===== config.mk =====
export PLATFORM = sky130hd
export DESIGN_NAME = mem_trace_lane_serializer
export DESIGN_NICKNAME = d
export VERILOG_FILES = /design/src/rtl/mem_trace_lane_serializer.sv
export SDC_FILE = /design/constraint.sdc
export NUM_CORES = 2
export LEC_CHECK = 0
export ABC_AREA = 1
export ABC_CLOCK_PERIOD_IN_PS = 2810
export CAP_MARGIN = 20
export CORE_AREA = 2 2 372 374
export DETAILED_ROUTE_END_ITERATION = 12
export DIE_AREA = 0 0 374 376
export GPL_ROUTABILITY_DRIVEN = 0
export PLACE_DENSITY = 0.57
export SYNTH_ARGS = -nofsm -noshare
export SYNTH_HDL_FRONTEND = slang
export SYNTH_SLANG_ARGS = --single-unit

===== constraint.sdc =====
create_clock -name clock -period 2.81 [get_ports clock]
set_clock_uncertainty 0.1 [all_clocks]
set_input_delay 0.562 -clock clock [delete_from_list [all_inputs] [get_ports clock]]
set_output_delay 0.562 -clock clock [all_outputs]
set_load 0.1 [all_outputs]

===== src/rtl/mem_trace_lane_serializer.sv =====
// Captures one multi-lane memory trace snapshot, stamps it with a cycle count,
// and issues its valid lanes one record per handshake in ascending lane order.
module mem_trace_lane_serializer #(
  parameter int NUM_LANES     = 4,
  parameter int SOURCE_WIDTH  = 32,
  parameter int DATA_WIDTH    = 64,
  parameter int LOGSIZE_WIDTH = 8,
  parameter int LANE_ID_WIDTH = (NUM_LANES > 1) ? $clog2(NUM_LANES) : 1
) (
  input  logic                               clock,
  input  logic                               reset,
  input  logic [NUM_LANES-1:0]               in_valid,
  input  logic [SOURCE_WIDTH*NUM_LANES-1:0]  in_source,
  input  logic [DATA_WIDTH*NUM_LANES-1:0]    in_address,
  input  logic [NUM_LANES-1:0]               in_is_store,
  input  logic [LOGSIZE_WIDTH*NUM_LANES-1:0] in_size,
  input  logic [DATA_WIDTH*NUM_LANES-1:0]    in_data,
  output logic                               in_ready,
  output logic                               out_valid,
  input  logic                               out_ready,
  output logic [DATA_WIDTH-1:0]              out_cycle,
  output logic [LANE_ID_WIDTH-1:0]           out_lane_id,
  output logic [SOURCE_WIDTH-1:0]            out_source,
  output logic [DATA_WIDTH-1:0]              out_address,
  output logic                               out_is_store,
  output logic [LOGSIZE_WIDTH-1:0]           out_size,
  output logic [DATA_WIDTH-1:0]              out_data,
  output logic                               busy,
  output logic [31:0]                        stall_count
);

  typedef enum logic [0:0] {IDLE = 1'b0, DRAIN = 1'b1} state_t;

  state_t                             state_r, state_n;
  logic [NUM_LANES-1:0]               pend_r, pend_n;
  logic [DATA_WIDTH-1:0]              cycle_ctr_r;
  logic [DATA_WIDTH-1:0]              held_cycle_r;
  logic [31:0]                        stall_count_r;
  logic [SOURCE_WIDTH*NUM_LANES-1:0]  src_r;
  logic [DATA_WIDTH*NUM_LANES-1:0]    addr_r;
  logic [NUM_LANES-1:0]               store_r;
  logic [LOGSIZE_WIDTH*NUM_LANES-1:0] size_r;
  logic [DATA_WIDTH*NUM_LANES-1:0]    data_r;

  logic [LANE_ID_WIDTH-1:0]           sel_s;
  logic [NUM_LANES-1:0]               sel_mask_s;
  logic [NUM_LANES-1:0]               pend_cleared_s;
  logic                               one_left_s;
  logic                               in_ready_s;
  logic                               fire_s;

  // Lowest set pending bit: scan high to low so the lowest index wins last.
  always_comb begin
    sel_s = '0;
    for (int i = NUM_LANES - 1; i >= 0; i--) begin
      sel_s = pend_r[i] ? LANE_ID_WIDTH'(i) : sel_s;
    end
  end

  assign sel_mask_s     = NUM_LANES'(1) << sel_s;
  assign pend_cleared_s = pend_r & ~sel_mask_s;
  assign one_left_s     = (pend_r != '0) && ((pend_r & (pend_r - NUM_LANES'(1))) == '0);
  assign in_ready_s     = (state_r == IDLE) || ((state_r == DRAIN) && one_left_s && out_ready);
  assign fire_s         = (|in_valid) && in_ready_s;

  // Next-state and pending-mask update; a capture on the last drain beat replaces the mask.
  always_comb begin
    state_n = state_r;
    pend_n  = pend_r;
    case (state_r)
      IDLE: begin
        if (fire_s) begin
          state_n = DRAIN;
          pend_n  = in_valid;
        end else begin
          state_n = IDLE;
        end
      end
      DRAIN: begin
        if (fire_s) begin
          state_n = DRAIN;
          pend_n  = in_valid;
        end else if (out_ready) begin
          pend_n  = pend_cleared_s;
          state_n = (pend_cleared_s == '0) ? IDLE : DRAIN;
        end else begin
          state_n = DRAIN;
        end
      end
      default: begin
        state_n = IDLE;
        pend_n  = '0;
      end
    endcase
  end

  // State, counters and captured snapshot fields.
  always_ff @(posedge clock or negedge reset) begin
    if (!reset) begin
      state_r       <= IDLE;
      pend_r        <= '0;
      cycle_ctr_r   <= '0;
      held_cycle_r  <= '0;
      stall_count_r <= 32'd0;
      src_r         <= '0;
      addr_r        <= '0;
      store_r       <= '0;
      size_r        <= '0;
      data_r        <= '0;
    end else begin
      state_r     <= state_n;
      pend_r      <= pend_n;
      cycle_ctr_r <= cycle_ctr_r + DATA_WIDTH'(1);
      if ((|in_valid) && !in_ready_s && (stall_count_r != 32'hFFFF_FFFF)) begin
        stall_count_r <= stall_count_r + 32'd1;
      end
      if (fire_s) begin
        held_cycle_r <= cycle_ctr_r;
        src_r        <= in_source;
        addr_r       <= in_address;
        store_r      <= in_is_store;
        size_r       <= in_size;
        data_r       <= in_data;
      end
    end
  end

  assign in_ready     = in_ready_s;
  assign out_valid    = (state_r == DRAIN);
  assign busy         = (state_r == DRAIN);
  assign stall_count  = stall_count_r;
  assign out_cycle    = held_cycle_r;
  assign out_lane_id  = sel_s;
  assign out_source   = src_r[int'(sel_s) * SOURCE_WIDTH +: SOURCE_WIDTH];
  assign out_address  = addr_r[int'(sel_s) * DATA_WIDTH +: DATA_WIDTH];
  assign out_is_store = store_r[sel_s];
  assign out_size     = size_r[int'(sel_s) * LOGSIZE_WIDTH +: LOGSIZE_WIDTH];
  assign out_data     = data_r[int'(sel_s) * DATA_WIDTH +: DATA_WIDTH];

endmodule


---- Word-level counts from Yosys, hierarchy flattened ----
Cells that the tools add are included.
operators by class
  add/subtract/negate cells ............... 3
  $mul .................................... 0
  divide/modulo/power cells ............... 0
  $lt $le $gt $ge ......................... 1
  equal/unequal tests ..................... 3
  shifts and indexed selects .............. 5
  multiplexer cells ....................... 15
  bitwise gates (word level) .............. 4
  reductions and logical operators ........ 13
operators by type and width
  cell                                                 count
  indexed part select 256 x 9 -> 64 bit                2
  indexed part select 128 x 8 -> 32 bit                1
  adder 64 x 1 -> 64 bit (second input constant)       1
  adder 32 x 1 -> 32 bit (second input constant)       1
  != test 32 bit (second input constant)               1
  indexed part select 32 x 6 -> 8 bit                  1
  two-way mux 4 bit                                    3
  bitwise AND 4 bit                                    2
  zero test 4 bit                                      2
  two-way mux 2 bit                                    4
  case mux 4 bit (2 select lines)                      1
  logical AND 1 bit                                    6
  two-way mux 1 bit                                    5
  inverter 4 bit                                       1
  nonzero test 4 bit                                   1
  OR reduction 4 bit                                   1
  left shift 1 x 2 -> 4 bit (first input constant)     1
  subtractor 4 x 1 -> 4 bit (second input constant)    1
  < comparator 2 x 3 -> 1 bit (second input constant)  1
  != test 3 x 2 -> 1 bit (second input constant)       1
  binary-select mux 1 bit (select 2 bit)               1
  != test 2 bit (second input constant)                1
  case mux 1 bit (2 select lines)                      1
  AND reduction 2 bit                                  1
  3 further kinds                                      3
word-level totals
  flip-flop bits (word level) ............. 841
  latch bits .............................. 0
  memory bits (writable) .................. 0
  ROM bits ................................ 0
  output and inout bits ................... 270
  memories ................................ 0

---- Depth between registers and ports, before layout ----
  depth in word-level cells ............... 12
  gate-level depth with buffers ........... 12
  depth with buffers taken out ............ 11

---- Worst setup path after synthesis ----
Ideal clock, no wire load.
  path kind ............................... reg2out
  start ................................... reg pend_r[2]
  end ..................................... out out_address[11]
  data arrival time ....................... 3,033 ps
  data required time ...................... 2,148 ps
  setup slack ............................. -885 ps
  stages on the path, launching flop included .. 8
  buffers on the path ..................... 2
  cell sequence ........................... dfrtp_1 > inv_1 > nand2_1 > a21oi_2 > buf_2 > clkbuf_1 > nand3_1 > o211ai_1
between the ends
  longest elaborated chain between the ends .. 4
RTL lines
  what                                   RTL line  source
  start, declared                        35        logic [NUM_LANES-1:0] pend_r, pend_n;
  start signal, assigned                 112       pend_r <= pend_n;
  two-way mux 2 bit (3 in a row)         56        sel_s = pend_r[i] ? LANE_ID_WIDTH'(i) : sel_s;
  net out_lane_id[0]                     22        output logic [LANE_ID_WIDTH-1:0] out_lane_id,
  indexed part select 256 x 9 -> 64 bit  135       assign out_address = addr_r[int'(sel_s) * DATA_WIDTH +: DATA_WIDTH];
  end, declared                          24        output logic [DATA_WIDTH-1:0] out_address,
The timed path passes the listed nets, and every way through them passes these cells.

---- Worst setup path in the final report ----
  start ................................... reg pend_r[2]
  end ..................................... out out_address[53]
between the ends
  longest elaborated chain between the ends .. 4
RTL lines
  what                                   RTL line
  two-way mux 2 bit (3 in a row)         56
  indexed part select 256 x 9 -> 64 bit  135
Every way passes these cells.

==> results.toml <==
[yosys]
avgSynthCellArea_um2 = 7.95
synth_xor_xnor_area_share_pct = 1.55
synth_cells = 4988
synth_simple_gate_area_share_pct = 33.9
ys_types = 30
seq_area_frac_synth_pct = 53.1
muxShareOfSynthArea_pct = 0
synthAdderAreaFrac_pct = 0.0631
syn-num-nets = 5673
ys_ff_latch = 841
synth_top_family_by_area = "simple AND/OR/NAND/NOR gates"
yosys_warnings = 0
synth_compound_area_share_pct = 6.24
syn-cell-area_um2 = 39700

[route]
ant_nets = 0
route.detailed.drc = 0
vias = 40800
postRouteWirelength_mm = 189
dr.pass1.iters = 8
viasPerCell = 5.16
drtIter0Drc = 4122
detail_route.wl_per_cell_um = 23.8

[worst_setup_path]
crit_type = "flip-flop to primary output"
arrival_ps = 2820
crit_path_frequent_cell = "buf_12"
cp_top_family = "buffers and inverters"
cp_cell_sequence = "buf_6 > o21ai_4 > buf_12 > buf_16 > o21ai_1 > o211ai_1 > buf_4 > buf_12"
cp_max_fo = 4
critical_path.slowest_cell = "dfrtp_4"
r2r_slack_ps = 80
start_kind = "flip-flop"
cp-end-kind = "primary output"
path_buf_inv = 5
worst_ep_required_time_ps = 2150
crit_path_max_incr_delay_ps = 490

[die]
die_w_um = 374
initial_utilization_pct = 29.0
die_height_um = 376
top_level_ports = 953
coreArea_um2 = 137000
dieArea_um2 = 141000
rows = 136

[final_layout]
drive_gt1_share_pct = 15.0
synthToLayoutAreaGrowth_pct = 51.5
fill_cells = 13300
fin_nets = 6705
layout_commonest_cell = "nand2_1"
layout_common_cells = "nand2_1, nand3_1, dfrtp_1"
instances_no_fill = 7916

[place]
portBuffers = 952
hpwl_mm = 135
dp_cells = 7630

[grt]
antenna_found_initial = 40
grt_max_degree = 135
overflow = 0
grt_pass1_vias = 39800
grt_usage_pct = 26.0
grt_pass1_wl_mm = 273

[sta]
drv_slew = 0
layout_setup_ws_ps = -676
finalCritPeriodShare_pct = 124
min_period_ps = 3490
clock.fmax_mhz = 287
hold_viol_final = 0
rsz0062_at_grt = "true"
relSlewSlack_pct = 48.4
worst_slew_pin_slew_ps = 768
setup_viol = 172

[clock_network]
cts_root_buf = "clkbuf_16"
cts-htree-levels = 3
cts_buffers = 98
clk_latency_ps = 700
cts_tree = "built"
cts.sinks = 841
cts.path.max_buffers = 3
clkTransAtPathRegs_ps = 60

[run]
maxCapViolCount = 0

[hold_path]
hold_class = "input pin to async pin"

[run_status]
outcome = "finished, violations left"
failed_checks = "negative setup slack"
[cell families after synthesis]
kind of cell,count (synthesis)
compound gates,407
buf+inv,478
flops,841
xor+xnor,70
fa+ha+maj,2
simple gates,3190
[layer usage]
| layer | vias up | track usage, % | routed length (µm) |
|---|---|---|---|
| met1 | 19900 | 33.6 | 76900 |
| met5 | - | 0 | 207 |
| met4 | 34 | 12.4 | 9350 |
| met2 | 1972 | 41.0 | 86600 |
| li1 | 18500 | - | - |
| met3 | 406 | 5.91 | 15600 |
[final cells by class]
type / count / area (µm²) / share of cell area (%)
Sequential cell: 841 / 21100 / 35.0
Multi-Input combinational cell: 3669 / 17100 / 28.4
Timing Repair Buffer: 1306 / 15800 / 26.3
Clock buffer: 135 / 2780 / 4.63
Tap cell: 1794 / 2240 / 3.74
Clock inverter: 46 / 696 / 1.16
Inverter: 103 / 413 / 0.687
Antenna cell: 21 / 52.6 / 0.0875
Timing Repair inverter: 1 / 16.3 / 0.0271
[path summary, 6_finish.rpt]
check	start	endpoint	cells past startpoint
min	reset	addr_r[159]$_DFFE_PN0P_	2
max in group asynchronous	reset	addr_r[108]$_DFFE_PN0P_	4
max reg2reg	pend_r[2]$_DFFE_PN0P_	out_cycle[49]$_DFFE_PN0P_	11
min in group clock	in_source[93]	src_r[93]$_DFFE_PN0P_	3
min reg2reg	src_r[11]$_DFFE_PN0P_	src_r[11]$_DFFE_PN0P_	2
max	pend_r[2]$_DFFE_PN0P_	out_address[53]	8
[registers in the layout (all words and copies together), names as in the netlist]
name / count
size_r: 32
busy: 1
pend_r: 4
cycle_ctr_r: 64
data_r: 256
out_cycle: 64
store_r: 4
src_r: 128
stall_count: 32
addr_r: 256
[timing repair]
item / CTS / global route
pin swaps: 71 / 94
hold buffers: 1 / 0
buffers inserted: 58 / 10
setup endpoints to repair: 248 / 602
hold endpoints to repair: 88 / 0
resized for setup: 208 / 181
gates cloned: 21 / 5
[through the flow]
stage / setup slack (ps) / setup TNS (ps) / instance area (µm²) / utilization, % / hold WS [ps]
2_1_floorplan: -581 / -90350 / 39700 / - / 166
3_3_place_gp: -223 / -734 / 54300 / 39.8 / 348
3_5_place_dp: -228 / -1060 / 54300 / 39.8 / 353
4_1_cts: -796 / -122940 / 59500 / 43.6 / 162
5_1_grt: -743 / -115080 / 60100 / 44.0 / 220
6_report: -676 / -95850 / 60100 / 44.0 / 212
[cells in the mapped netlist, drive strengths merged]
library cell,number,area [µm²]
nand2,1754,6600
nand3,1069,5350
dfrtp,841,21000
nor2,300,1130
o21ai,234,1170
clkbuf,196,736
buf,179,923
o211ai,169,1270
inv,103,387
xor2,66,578
nor3,51,267
nand4,9,56.3
nand3b,6,45.0
xnor2,4,35.0
ha,2,25.0
a21boi,1,7.51
a21oi,1,8.76
a31oi,1,6.26
and2,1,6.26
o21bai,1,7.51
Power is not shown: default switching activity piles up to over one toggle a cycle in this logic, so the estimate is an artifact.
